==> src/rtl/fetch_pkg.sv <==
// Shared types and defaults for the instruction fetch controller.
package fetch_pkg;

  // Default number of fetch buffer entries (also the in-flight + buffered limit).
  localparam int FETCH_DEPTH_DEFAULT = 4;

  // RUN: normal operation. DRAIN: responses to flushed requests are still due.
  typedef enum logic {
    ST_RUN   = 1'b0,
    ST_DRAIN = 1'b1
  } fetch_state_e;

  // One fetch buffer slot: the request PC, the returned instruction and
  // whether the instruction has arrived yet (0 = request still pending).
  typedef struct packed {
    logic [31:0] pc;
    logic [31:0] inst;
    logic        filled;
  } fetch_entry_t;

endpackage

==> src/rtl/inst_fetch_ctrl.sv <==
// Instruction fetch controller: issues PC-addressed memory requests, reserves a
// buffer slot per request, fills slots from in-order responses and hands
// filled slots to decode. A flush empties the buffer and counts the responses
// still owed so they can be dropped when they come back.
module inst_fetch_ctrl
  import fetch_pkg::*;
#(
  parameter int DEPTH = FETCH_DEPTH_DEFAULT
) (
  input  logic        clk,
  input  logic        reset_n,
  input  logic [31:0] pc_if1,
  output logic        pc_en,
  input  logic        flush,
  output logic        imem_req_valid,
  input  logic        imem_req_ready,
  output logic [31:0] imem_req_addr,
  input  logic        imem_rsp_valid,
  input  logic [31:0] imem_rsp_data,
  output logic        id_valid,
  input  logic        id_ready,
  output logic [31:0] id_inst,
  output logic [31:0] id_pc
);

  localparam int PW = (DEPTH > 1) ? $clog2(DEPTH) : 1;
  localparam int CW = PW + 1;
  localparam logic [CW-1:0] DEPTH_C = CW'(DEPTH);
  localparam logic [CW-1:0] CNT_ONE = CW'(1);
  localparam logic [PW-1:0] PTR_ONE = PW'(1);

  fetch_entry_t  entry_q [DEPTH];
  logic [PW-1:0] head_q, head_d;
  logic [PW-1:0] tail_q, tail_d;
  logic [PW-1:0] fill_q, fill_d;
  logic [CW-1:0] count_q, count_d;   // slots in use (pending + filled)
  logic [CW-1:0] pend_q, pend_d;     // slots still waiting for their response
  logic [CW-1:0] stale_q, stale_d;   // responses owed to flushed requests
  fetch_state_e  state_q, state_d;

  fetch_entry_t  head_entry;
  logic [CW-1:0] owed;
  logic          space_ok;
  logic          req_fire;
  logic          pop;
  logic          rsp_live;
  logic          rsp_stale;

  // Stale responses still occupy the memory pipeline, so they count against DEPTH.
  assign space_ok       = (count_q + stale_q) < DEPTH_C;
  assign imem_req_addr  = pc_if1;
  assign imem_req_valid = reset_n & ~flush & space_ok;
  assign req_fire       = imem_req_valid & imem_req_ready;
  assign pc_en          = reset_n & (req_fire | flush);

  assign head_entry = entry_q[head_q];
  assign id_valid   = reset_n & ~flush & head_entry.filled & (count_q != '0);
  assign id_inst    = head_entry.inst;
  assign id_pc      = head_entry.pc;
  assign pop        = id_valid & id_ready;

  // Responses are in order, so every owed stale response precedes live ones.
  assign rsp_stale = imem_rsp_valid & (stale_q != '0);
  assign rsp_live  = imem_rsp_valid & ~flush & (stale_q == '0) & (pend_q != '0);
  assign owed      = stale_q + pend_q;

  // Pointer and occupancy next-state: request, fill and pop move independently.
  always_comb begin
    head_d  = head_q;
    tail_d  = tail_q;
    fill_d  = fill_q;
    count_d = count_q;
    pend_d  = pend_q;
    if (flush) begin
      head_d  = '0;
      tail_d  = '0;
      fill_d  = '0;
      count_d = '0;
      pend_d  = '0;
    end else begin
      if (req_fire) tail_d = tail_q + PTR_ONE;
      if (rsp_live) fill_d = fill_q + PTR_ONE;
      if (pop)      head_d = head_q + PTR_ONE;
      count_d = count_q + (req_fire ? CNT_ONE : '0) - (pop ? CNT_ONE : '0);
      pend_d  = pend_q + (req_fire ? CNT_ONE : '0) - (rsp_live ? CNT_ONE : '0);
    end
  end

  // FSM next-state: a flush re-counts what is owed (less any response landing
  // in the flush cycle itself); DRAIN counts stale responses down to zero.
  always_comb begin
    state_d = state_q;
    stale_d = stale_q;
    if (flush) begin
      stale_d = (imem_rsp_valid && (owed != '0)) ? (owed - CNT_ONE) : owed;
      state_d = (stale_d != '0) ? ST_DRAIN : ST_RUN;
    end else begin
      case (state_q)
        ST_RUN: begin
          state_d = ST_RUN;
        end
        ST_DRAIN: begin
          if (rsp_stale) begin
            stale_d = stale_q - CNT_ONE;
            if (stale_q == CNT_ONE) state_d = ST_RUN;
          end
        end
      endcase
    end
  end

  // FSM state and stale counter registers.
  always_ff @(posedge clk or negedge reset_n) begin
    if (!reset_n) begin
      state_q <= ST_RUN;
      stale_q <= '0;
    end else begin
      state_q <= state_d;
      stale_q <= stale_d;
    end
  end

  // Pointer and occupancy registers.
  always_ff @(posedge clk or negedge reset_n) begin
    if (!reset_n) begin
      head_q  <= '0;
      tail_q  <= '0;
      fill_q  <= '0;
      count_q <= '0;
      pend_q  <= '0;
    end else begin
      head_q  <= head_d;
      tail_q  <= tail_d;
      fill_q  <= fill_d;
      count_q <= count_d;
      pend_q  <= pend_d;
    end
  end

  // Buffer slots: reserve at the tail, fill the oldest pending, retire the head.
  always_ff @(posedge clk or negedge reset_n) begin
    if (!reset_n) begin
      for (int i = 0; i < DEPTH; i++) entry_q[i] <= '0;
    end else if (flush) begin
      for (int i = 0; i < DEPTH; i++) entry_q[i].filled <= 1'b0;
    end else begin
      if (req_fire) entry_q[tail_q] <= {pc_if1, 32'h0, 1'b0};
      if (rsp_live) begin
        entry_q[fill_q].inst   <= imem_rsp_data;
        entry_q[fill_q].filled <= 1'b1;
      end
      if (pop) entry_q[head_q].filled <= 1'b0;
    end
  end

endmodule

==> config.mk <==
export PLATFORM = sky130hd
export DESIGN_NAME = inst_fetch_ctrl
export DESIGN_NICKNAME = d
export VERILOG_FILES = /design/src/rtl/fetch_pkg.sv /design/src/rtl/inst_fetch_ctrl.sv
export SDC_FILE = /design/constraint.sdc
export NUM_CORES = 1
export LEC_CHECK = 0
export ABC_AREA = 1
export BUFFER_PORTS_ARGS = -buffer_cell sky130_fd_sc_hd__buf_2
export CORE_MARGIN = 2
export CORE_UTILIZATION = 60
export CTS_CLUSTER_SIZE = 16
export DETAILED_ROUTE_END_ITERATION = 7
export GPL_ROUTABILITY_DRIVEN = 1
export MAX_ROUTING_LAYER = met4
export PLACE_DENSITY = 0.81
export RECOVER_POWER = 25
export SLEW_MARGIN = 20
export SYNTH_ARGS = -nofsm -noshare
export SYNTH_HDL_FRONTEND = slang
export SYNTH_SLANG_ARGS = --single-unit
==> constraint.sdc <==
create_clock -name clk -period 4.5 [get_ports clk]
set_input_delay 0.9 -clock clk [delete_from_list [all_inputs] [get_ports clk]]
set_output_delay 0.9 -clock clk [all_outputs]
set_load 0.02 [all_outputs]
Word level (Yosys, flattened, before mapping). Cells that the tools add are included.

Register bits: 276. Bits in latches: 0. RAM bits: 0. ROM bits: 0. Input port bits: 70. Output and inout bits: 99. Memories: 0.

Add/subtract/negate cells: 11. Multipliers: 0. Divide/modulo/power cells: 0. $lt $le $gt $ge: 7. Equality and inequality tests: 1. Shifts and indexed selects: 0. Muxes and demuxes: 44. Bitwise logic cells: 17. Reduce and logical (&&, ||, !) cells: 16.

Operators with widths (number): $mux 260 (5); $bwmux 260 (4); $demux 65 s2 (4); $mux 65 (3); $bmux 65 s2 (1); $mux 33 (1); $mux 3 (6); $reduce_bool 3->1 (5); $mux 1 (13); $mux 2 (6); $and 1x1->1 (11); $reduce_bool 2->1 (5); $add 3x3->3 (3); $ge 3x3->1 const B (3); $lt 3x1->1 const B (3); $not 2->3 (3); $add 2x1->2 const B (3); $sub 3x1->3 (2); $sub 3x1->3 const B (2); $logic_and 1x1->1 (4); $add 3x1->3 (1); $eq 3x1->1 const B (1); $logic_not 3->1 (1); $lt 3x3->1 const B (1); 4 further kinds (5).

Longest topological paths before layout. Gate-level depths: netlist of the first run.

Depth in word-level cells: 15. Mapped depth: 14. Gate-level depth less buffers: 13.

Worst setup path before layout of the first run. OpenSTA, ideal clock, no wires.

Kind: input to output. From: in reset_n. To: out pc_en. Arrival time: 2216 ps. Required time: 3600 ps. Setup slack: 1384 ps. Stages on the path: 7. Cells stage by stage: inv_1 -> nor2_1 -> inv_1 -> a21oi_4 -> and2_1 -> nand2_1 -> a21oi_1.

Cells in the longest elaborated chain, start to end: 5.

Ends and longest elaborated chain: start, declared (line inst_fetch_ctrl.sv:11) `input logic reset_n,`; $and 1x1->1 (2 in a row) (line inst_fetch_ctrl.sv:52) `assign imem_req_valid = reset_n & ~flush & space_ok;`; via imem_req_valid (line inst_fetch_ctrl.sv:15) `output logic imem_req_valid,`; $and 1x1->1 (line inst_fetch_ctrl.sv:53) `assign req_fire = imem_req_valid & imem_req_ready;`; $or 1x1->1 (line inst_fetch_ctrl.sv:54) `assign pc_en = reset_n & (req_fire | flush);`; $and 1x1->1 (line inst_fetch_ctrl.sv:54); end, declared (line inst_fetch_ctrl.sv:13) `output logic pc_en,`.

The timed path passes the listed nets, and every way through them passes these cells.

Worst setup path after layout of the first run.
From: reg head_q[0]. To: out id_pc[28].

Cells in the longest elaborated chain, start to end: 4.

Ends and longest elaborated chain: start, declared (line inst_fetch_ctrl.sv:33) `logic [PW-1:0] head_q, head_d;`; start signal, assigned (line inst_fetch_ctrl.sv:126) `head_q <= '0;`; start signal, assigned (line inst_fetch_ctrl.sv:132) `head_q <= head_d;`; $not 2->3 (not written as such) (line inst_fetch_ctrl.sv:56) `assign head_entry = entry_q[head_q];`; $bmux 65 s2 (line inst_fetch_ctrl.sv:56); $mux 65 (not written as such) (2 in a row) (line inst_fetch_ctrl.sv:56); end, declared (line inst_fetch_ctrl.sv:23) `output logic [31:0] id_pc`.

No other way between the ends. The select of a mux whose other input is x is not followed.

==> results of run 1 <==
## cells in the final DEF (no fill, tap or decap), drive strengths merged
cell	Yosys	layout
nand4	138	138
o21ai	263	263
clkinvlp	0	1
fa	3	3
xor2	4	4
clkbuf	99	74
and2	1	1
nor3	1	1
buf	103	163
a21oi	139	139
nand2	550	550
dfrtp	276	276
nand3	21	21
nor2	266	266
o22ai	64	64
ha	23	23
xnor2	1	1
diode	0	3
clkinv	0	6
and3	2	2
inv	320	320
bufinv	0	6
## Yosys cell counts
library cell and number:
xnor2_1 1, and2_1 1, nand4_1 133, nand2_1 549, nor3_2 1, nand4_2 1
clkbuf_1 99, inv_1 319, o22ai_1 64, o21ai_1 73, buf_6 16, fa_1 3
xor2_1 4, dfrtp_1 276, buf_4 33, nor2_1 266, a21oi_1 138, nand3_1 21
and3_1 2, ha_1 23, a21oi_4 1, buf_2 33, buf_1 21, nand4_4 4
o21ai_0 190, nand2_2 1, inv_2 1
## layer usage
metal | track usage, % | vias to the layer above
met3 | 4.72 | 127
met4 | 12.8 | 0
met5 | - | -
met2 | 52.3 | 752
li1 | - | 7272
met1 | 41.2 | 7193
## logic make-up after synthesis
group / count (synthesis)
AOI/OAI and AO/OA: 466
xor gates and xnor gates: 5
adders and majority gates: 26
buffers and inverters: 522
DFF: 276
and+or+nand+nor: 979
## worst min-delay path: cells and delay by family (launching register included)
| kind | cells | cell delay, ns |
|---|---|---|
| flops | 1 | 0.34 |
| simple gates | 1 | 0.05 |
| compound gates | 1 | 0.05 |
## where the power goes
part | leakage (uW) | total, uW | internal, uW | switching (uW)
Clock | 0.000548 | 2770 | 1700 | 1070
Sequential | 0.00326 | 3370 | 3000 | 366
Combinational | 0.00582 | 2270 | 802 | 1470
Total | 0.00963 | 8410 | 5510 | 2900
## area by class of cell
class / instances / area (sq um) / share of cell area (%)
timing repair buffer: 196 / 1050 / 5.92
clock buffer: 41 / 873 / 4.95
inverter: 320 / 1210 / 6.84
antenna: 3 / 7.51 / 0.0425
multi-input combinational: 1476 / 6960 / 39.4
tap: 335 / 419 / 2.37
sequential: 276 / 6910 / 39.1
clock inverter: 13 / 238 / 1.35
## per-stage QoR
step	util, %	hold WS (ns)	power [uW]	setup WS, ns
6_report	67.4	0.478	8410	0.471
5_1_grt	67.4	0.502	8870	0.153
4_1_cts	67.4	0.484	8430	0.546
3_5_place_dp	63.2	0.468	5640	1.20
3_3_place_gp	63.2	0.460	5520	1.24
2_1_floorplan	-	0.448	4940	1.38
## worst paths after layout
path	from	to	slack (ns)	cells past startpoint
max	head_q[0]$_DFFE_PN0P_	id_pc[28]	0.47	5
max in group asynchronous	reset_n	async pin	0.82	3
max reg2reg	head_q[0]$_DFFE_PN0P_	count_q[2]$_DFF_PN0_	1.28	12
min	flip-flop	flip-flop	0.48	2
min reg2reg	flip-flop	flip-flop	0.48	2
min in group asynchronous	reset_n	entry_q[154]$_DFFE_PN0N_	1.02	2
==> impl_metrics.py, run 1 <==
metrics = {
    "worst_setup_path": {
        "critPathSlowestCell": "dfrtp_4",
        "worstPathCellList": "inv_4 > buf_4 > o21ai_0 > o22ai_1 > buf_2",
        "crit_type": "flip-flop to output port",
        "cp_num_buf_inv": 3,
        "start_kind": "flip-flop",
        "critPathTopFamily": "buffers and inverters",
        "cp-end-kind": "output port",
        "path_max_fanout": 86,
        "crit_required_ns": 3.60,
        "cp.arrival_ns": 3.13,
        "slowest_delay_ns": 0.83,
    },
    "routing": {
        "wl_met3_mm": 3.73,
        "ant_nets": 0,
        "wl_met2_mm": 21.4,
        "drc_errors": 0,
        "via_count": 15300,
        "drtPass1Iterations": 7,
        "drt_wl_total_mm": 44.7,
        "wl_met1_mm": 18.1,
        "wl_per_cell_microns": 16.8,
        "top_layer_used": "met4",
        "vias_per_cell": 5.77,
        "drt_iter0_drc": 1836,
    },
    "floorplan": {
        "core_sq_um": 26200,
        "rows": 59,
        "die_w_microns": 168,
        "ios": 169,
        "fp.dieArea_sq_um": 28200,
        "start_util_pct": 61.4,
        "die_h_microns": 168,
    },
    "cts": {
        "hold_buffers": 0,
        "path_clk_slew_ns": 0.06,
        "cts_tree": "done",
        "cts_buffer_depth": 3,
        "cts.root.buffer_cell": "clkbuf_16",
        "htreeDepth": 1,
        "cts_setup_buffers": 0,
        "numClockSinks": 276,
        "cts-resized-gates": 0,
        "cts_made_buffers": 31,
        "clkLatencyLatePin_ns": 0.59,
    },
    "worst_hold_path": {
        "hold_class": "flip-flop to flip-flop",
    },
    "sta": {
        "layout_min_cycle_time_ns": 4.03,
        "setup-tns-final_ns": 0,
        "slew_headroom_pct": -121,
        "rsz0062_at_grt": "no",
        "hold_viol": 0,
        "worst_pin_slew_ns": 3.32,
        "final.period_utilization_pct": 89.5,
        "fin_skew_ns": 0.0205,
        "finalMaxSlewViolations": 336,
        "setup_viol": 0,
        "fmax_ghz": 0.248,
    },
    "yosys": {
        "yosys.area_share.xor_xnor_pct": 0.272,
        "synthSimpleGateAreaFrac_pct": 25.7,
        "yosysSeqAreaShare_pct": 42.9,
        "muxShareOfSynthArea_pct": 0,
        "syn_inst": 2274,
        "synth_top_family_by_area": "simple AND/OR/NAND/NOR gates",
        "syn_area_per_cell_sq_um": 7.08,
        "ys_types": 27,
        "synth_seq_cells": 276,
        "synth_top_cell_by_area": "dfrtp_1",
        "synthAdderAreaFrac_pct": 2.16,
        "synth-compound-area-share_pct": 15.1,
        "synth_top_area_share_pct": 42.9,
        "yosysWarnings": 0,
        "netlist_top_cells_area": "dfrtp_1 (43%), nand2_1 (13%), inv_1 (7.4%)",
        "synthesis.nets": 2370,
        "syn-cell-area_sq_um": 16100,
    },
    "placed_design": {
        "hpwlAfterDp_mm": 24.6,
        "dp.cells": 2601,
        "io_buffers": 168,
        "gp_congestion": 0.826,
        "placed_area_sq_um": 16600,
    },
    "run": {
        "cap_violations": 4,
    },
    "run_status": {
        "violations": "max-capacitance violations, max-slew violations",
        "outcome": "complete, but fails checks",
    },
    "global_routing": {
        "grt.overflow.total": 0,
        "grt_pass1_vias": 14800,
        "grt_first_pass_wirelength_mm": 73.0,
        "antenna_found_initial": 3,
        "grtUsageTotal_pct": 32.3,
        "grt_max_degree": 124,
    },
    "final_layout": {
        "final_net_count": 2397,
        "drive_above_1_share_pct": 9.91,
        "num-fill-cells": 2200,
        "fin_area_sq_um": 17700,
        "syn_to_final_growth_pct": 9.72,
        "instances_no_fill": 2660,
    },
    "pwr": {
        "irDropWorstVdd_mv": 0.344,
        "leakage_uw": 0.00963,
        "p_per_area_nw_per_um2": 476,
    },
}
Note: power is estimated with default switching activity, not from simulation.
==> run 2, diff against run 1 <==
==> constraint.sdc (replaced) <==
create_clock -name clk -period 4.5 [get_ports clk]
set_input_delay 0.45 -clock clk [delete_from_list [all_inputs] [get_ports clk]]
set_output_delay 0.45 -clock clk [all_outputs]
set_load 0.02 [all_outputs]
==> run 2 against run 1 <==
The flow still finishes with violations (max-capacitance violations, max-slew violations). Final cell count about the same. Critical path depth stayed put. Critical path type unchanged. Final area down 0.55%. Total power fell by 3.7%. Flip-flop and latch count stayed put. Die area did not move. First-iteration DRC count down 11%. Register-to-register slack better by 0.07 ns. Clock-buffer cell count rose by 5. Wire length shrank 3.1%.
==> impl_metrics.py, run 2 (same netlist as run 1, synthesis figures left out) <==
metrics = {
    "routing": {
        "drt_iter0_drc": 1633,
        "via_count": 15200,
        "wl_per_cell_microns": 16.3,
        "drc_errors": 0,
        "drt_wl_total_mm": 43.3,
        "vias_per_cell": 5.71,
        "ant_nets": 0,
        "drtPass1Iterations": 6,
    },
    "global_routing": {
        "grt_first_pass_wirelength_mm": 72.3,
        "grt_pass1_vias": 14500,
        "grtUsageTotal_pct": 31.9,
        "antenna_found_initial": 3,
        "grt.overflow.total": 0,
        "grt_max_degree": 187,
    },
    "sta": {
        "worst_pin_slew_ns": 1.92,
        "hold_viol": 0,
        "setup_viol": 0,
        "setup-tns-final_ns": 0,
        "fin_skew_ns": 0.00825,
        "slew_headroom_pct": -28.1,
        "finalMaxSlewViolations": 128,
        "rsz0062_at_grt": "no",
        "final.period_utilization_pct": 83.7,
        "fmax_ghz": 0.266,
        "hold_ws_ns": 0.196,
        "layout_min_cycle_time_ns": 3.76,
    },
    "floorplan": {
        "fp.dieArea_sq_um": 28200,
        "rows": 59,
        "start_util_pct": 61.4,
        "die_w_microns": 168,
        "ios": 169,
        "core_sq_um": 26200,
        "die_h_microns": 168,
    },
    "worst_setup_path": {
        "crit_type": "flip-flop to output port",
        "cp-end-kind": "output port",
        "path_max_fanout": 59,
        "crit_required_ns": 4.05,
        "start_kind": "flip-flop",
        "cp.arrival_ns": 3.31,
    },
    "cts": {
        "clkLatencyLatePin_ns": 0.56,
        "cts.root.buffer_cell": "clkbuf_16",
        "cts_tree": "done",
        "numClockSinks": 276,
        "path_clk_slew_ns": 0.06,
        "htreeDepth": 1,
        "cts_buffer_depth": 3,
        "cts-resized-gates": 0,
        "cts_made_buffers": 30,
    },
    "final_layout": {
        "final_cell_mix": "nand2_1 (548), inv_1 (316), dfrtp_1 (274)",
        "final_util_pct": 67.0,
        "fin_area_sq_um": 17600,
        "instances_no_fill": 2661,
        "final_net_count": 2397,
        "drive_above_1_share_pct": 9.81,
        "final_common_cell": "nand2_1",
        "num-fill-cells": 2194,
        "syn_to_final_growth_pct": 9.13,
    },
    "run_status": {
        "violations": "max-capacitance violations, max-slew violations",
        "outcome": "complete, but fails checks",
    },
    "placed_design": {
        "dp.cells": 2602,
        "gp_congestion": 0.838,
        "io_buffers": 168,
        "placed_area_sq_um": 16600,
        "hpwlAfterDp_mm": 25.1,
    },
    "worst_hold_path": {
        "hold_class": "input port to flip-flop",
    },
    "pwr": {
        "p_per_area_nw_per_um2": 461,
        "leakage_uw": 0.00958,
        "irDropWorstVdd_mv": 0.348,
    },
    "run": {
        "cap_violations": 2,
    },
}
run 2: timing repair:
| action | 4_1_cts | 5_1_grt |
|---|---|---|
| setup buffers | 0 | 0 |
| endpoints found under the setup margin | 0 | 0 |
| endpoints found under the hold margin | 33 | 0 |
| hold buffers | 1 | 0 |
run 2: worst paths after layout:
kind / start / end / slack, ns / cells after the start
min in group asynchronous: reset_n / entry_q[219]$_DFFE_PN0N_ / 0.35 / 2
hold / removal: pc_if1[18] / flip-flop / 0.20 / 3
setup / recovery: head_q[1]$_DFFE_PN0P_ / id_pc[16] / 0.74 / 5
hold reg to reg: flip-flop / flip-flop / 0.48 / 2
setup reg to reg: head_q[0]$_DFFE_PN0P_ / count_q[2]$_DFF_PN0_ / 1.35 / 12
max in group asynchronous: reset_n / head_q[1]$_DFFE_PN0P_ / 1.82 / 4
run 2: stage by stage:
| step | worst slack (ns) | total power [uW] |
|---|---|---|
| finish | 0.735 | 8090 |
| global route | 0.614 | 8600 |
| CTS | 0.974 | 8130 |
| detailed placement | 1.40 | 5630 |
| global placement | 1.47 | 5520 |
| floorplan | 1.64 | 4940 |
run 2: layer usage:
metal	vias up	share of wire [%]	global-route usage [%]
met1	7121	42	43.3
met4	0	2.9	10.7
met3	95	8.2	3.76
li1	7259	-	-
met5	-	0	-
met2	718	47	50.3
run 2: final cells by class:
type	count	area [sq um]	area share, %
multi-input cells	1476	6960	39.6
flip-flops and latches	276	6910	39.4
inverters	320	1210	6.89
repair buffers	197	1060	6.03
clock buffers	46	921	5.24
well taps	335	419	2.39
clock inverters	8	78.8	0.449
diodes	3	7.51	0.0427
run 2: power by group:
group | total (uW) | switching [uW] | internal (uW) | leakage [uW]
clock | 2480 | 1020 | 1460 | 0.000495
sequential | 3360 | 355 | 3000 | 0.00326
combinational | 2260 | 1460 | 797 | 0.00582
run 2: worst max-delay path, cell delays in order, from the launching register on:
cell and delay [ns]:
dfrtp_2 0.85, clkinv_2 1.00, buf_4 0.50, o21ai_0 0.09, o22ai_1 0.11, buf_2 0.17
==> run 3, diff against run 2 <==
ABC_AREA = 0   (was 1)
CORE_UTILIZATION = 58   (was 60)
PLACE_DENSITY = 0.8   (was 0.81)
clock period = 3.8 ns   (was 4.5 ns; I/O delays follow)
==> run 3 against run 2 <==
Critical path depth shrank 2. The flow now finishes without violations. Combinational power down 7%. Final area shrank 17%. Highest routed layer unchanged. Worst setup slack worse by 0.23 ns. Clock skew increased by 0.00051 ns. Hold slack worse by 0.075 ns. Final cell count decreased by 53%.
==> impl_metrics.py, run 3 <==
metrics = {
    "run_status": {
        "outcome": "completed",
    },
    "worst_setup_path": {
        "r2r_setup_slack_ns": 0.82,
        "cp-end-kind": "output port",
        "r2r_start": "head_q[0]$_DFFE_PN0P_",
        "regToRegEndpoint": "count_q[2]$_DFF_PN0_",
        "worstPathCellList": "buf_4 > mux4_2 > buf_2",
        "start_kind": "flip-flop",
        "slowest_delay_ns": 0.76,
        "path_max_fanout": 44,
        "cp.arrival_ns": 2.91,
        "crit_required_ns": 3.42,
        "ff2ff_path_depth": 9,
        "crit_type": "flip-flop to output port",
        "critPathTopFamily": "buffers and inverters",
        "cp_num_buf_inv": 2,
        "critPathSlowestCell": "dfrtp_4",
    },
    "worst_hold_path": {
        "min_path_cells": 2,
        "hold_class": "input port to flip-flop",
        "hold_end": "entry_q[225]$_DFFE_PN0N_",
        "hold_path.startpoint": "imem_rsp_data[29]",
    },
    "sta": {
        "fin_ws_ns": 0.506,
        "slew_headroom_pct": 6.99,
        "finalMaxSlewViolations": 0,
        "worst_pin_slew_ns": 1.40,
        "fin_skew_ns": 0.00876,
        "final.period_utilization_pct": 86.7,
        "setup_viol": 0,
        "hold_viol": 0,
        "layout_min_cycle_time_ns": 3.29,
        "rsz0062_at_grt": "no",
        "fmax_ghz": 0.304,
        "setup-tns-final_ns": 0,
    },
    "floorplan": {
        "ios": 169,
        "core_sq_um": 21800,
        "die_h_microns": 153,
        "rows": 54,
        "start_util_pct": 59.0,
        "fp.dieArea_sq_um": 23300,
        "die_w_microns": 153,
    },
    "placed_design": {
        "hpwlAfterDp_mm": 16.7,
        "gp_congestion": 0.826,
        "post-place-ws_ns": 0.807,
        "dp.cells": 1192,
        "placed_area_sq_um": 13700,
        "io_buffers": 168,
    },
    "yosys": {
        "synth.most_common_cell": "dfrtp_1",
        "syn_inst": 819,
        "synthArstFlopShare_pct": 100,
        "ys_types": 47,
        "yosysWarnings": 0,
        "yosys-top-cells-count": "dfrtp_1 (276), a22o_1 (128), mux4_2 (65)",
        "syn_area_per_cell_sq_um": 15.7,
        "yosysSeqAreaShare_pct": 53.8,
        "netlist_top_cells_area": "dfrtp_1 (54%), mux4_2 (11%), a22o_1 (8.7%)",
        "synth_edf_count": 0,
        "yosys_most_used_dff": "dfrtp_1",
        "syn-cell-area_sq_um": 12800,
        "synth_seq_cells": 276,
        "synth_top_area_share_pct": 53.8,
        "synthesis.nets": 915,
        "synth_top_cell_by_area": "dfrtp_1",
    },
    "routing": {
        "drc_errors": 0,
        "drtPass1Iterations": 5,
        "vias_per_cell": 6.13,
        "drt_wl_total_mm": 28.0,
        "ant_nets": 0,
        "wl_per_cell_microns": 22.4,
        "drt_iter0_drc": 606,
        "via_count": 7649,
    },
    "final_layout": {
        "final_cell_mix": "dfrtp_1 (274), buf_2 (135), a22o_1 (128)",
        "fin_area_sq_um": 14600,
        "instances_no_fill": 1248,
        "num-fill-cells": 1505,
        "drive_above_1_share_pct": 37.8,
        "final_common_cell": "dfrtp_1",
        "syn_to_final_growth_pct": 14.1,
        "final_net_count": 1042,
    },
    "cts": {
        "cts.root.buffer_cell": "clkbuf_16",
        "clkLatencyLatePin_ns": 0.53,
        "numClockSinks": 276,
        "cts_made_buffers": 29,
        "cts_buffer_depth": 3,
        "path_clk_slew_ns": 0.06,
        "cts_tree": "done",
        "htreeDepth": 1,
    },
    "global_routing": {
        "grt_pass1_vias": 8247,
        "grtUsageTotal_pct": 25.1,
        "grt.overflow.total": 0,
        "grt_first_pass_wirelength_mm": 45.8,
        "grt_max_degree": 193,
        "antenna_found_initial": 1,
    },
    "pwr": {
        "swShare_pct": 27.7,
        "total_power_uw": 8670,
        "comb_power_share_pct": 24.3,
        "switchingPower_uw": 2400,
        "irDropWorstVdd_mv": 0.349,
        "sequentialPowerShare_pct": 43.0,
        "leakage_uw": 0.00700,
        "clockPowerShare_pct": 32.7,
        "intPower_uw": 6270,
        "p_per_area_nw_per_um2": 592,
    },
    "run": {
        "cap_violations": 0,
    },
}
==> run 3: area by class of cell <==
class	instances	area (sq um)	area share [%]
inverter	18	67.6	0.462
sequential	276	6910	47.2
tap	280	350	2.39
multi-input combinational	430	5270	36.0
clock inverter	7	114	0.778
antenna	3	7.51	0.0513
timing repair buffer	191	1070	7.34
clock buffer	43	838	5.73
==> run 3: how the worst max path moves through the flow <==
stage,to,cells past startpoint,startpoint
detailed placement,count_q[2]$_DFF_PN0_,9,head_q[0]$_DFFE_PN0P_
finish,id_inst[6],3,head_q[0]$_DFFE_PN0P_
CTS,id_inst[6],3,head_q[0]$_DFFE_PN0P_
floorplan,count_q[2]$_DFF_PN0_,12,count_q[1]$_DFF_PN0_
global route,id_pc[30],3,head_q[0]$_DFFE_PN0P_
global placement,count_q[2]$_DFF_PN0_,9,head_q[0]$_DFFE_PN0P_
==> run 3: metrics by stage <==
| stage | utilization [%] | hold slack [ns] |
|---|---|---|
| after floorplan | - | 0.0844 |
| after global placement | 62.9 | 0.462 |
| after detailed placement | 62.9 | 0.469 |
| after CTS | 67.3 | 0.101 |
| after global routing | 67.3 | 0.118 |
| final | 67.3 | 0.122 |
==> run 3: timing repair <==
| action | 4_1_cts | 5_1_grt |
|---|---|---|
| hold buffers | 1 | 0 |
| setup buffers | 0 | 0 |
| hold endpoints to repair | 38 | 0 |
| gates resized for setup | 0 | 0 |
==> run 3: layer usage <==
| metal | vias up | wire length [microns] | global-route usage, % |
|---|---|---|---|
| met2 | 278 | 13600 | 38.9 |
| met4 | 0 | 420 | 6.13 |
| met1 | 4013 | 12300 | 35.7 |
| met5 | - | 0 | - |
| li1 | 3324 | - | - |
| met3 | 34 | 1670 | 3.87 |
==> run 3: power groups by stage <==
stage | clock network [uW] | registers (uW) | logic [uW]
2_1_floorplan | 0 | 3650 | 1630
3_3_place_gp | 0 | 3740 | 2070
3_5_place_dp | 0 | 3750 | 2120
4_1_cts | 2880 | 3730 | 2130
5_1_grt | 3000 | 3790 | 2270
6_report | 2840 | 3730 | 2110
==> run 3: kinds of logic (layout without fill, tap and decap cells) <==
| kind of cell | Yosys count | count (layout) | share of synthesized area (%) |
|---|---|---|---|
| AND/OR/NAND/NOR | 41 | 41 | 1.88 |
| other | 0 | 3 | 0 |
| adder cells (fa/ha/maj) | 26 | 26 | 2.71 |
| buffers and inverters | 113 | 259 | 5.15 |
| XOR/XNOR | 13 | 13 | 1.21 |
| multiplexers | 199 | 199 | 24.7 |
| AO/OA/AOI/OAI | 151 | 151 | 10.5 |
| flip-flops | 276 | 276 | 53.8 |
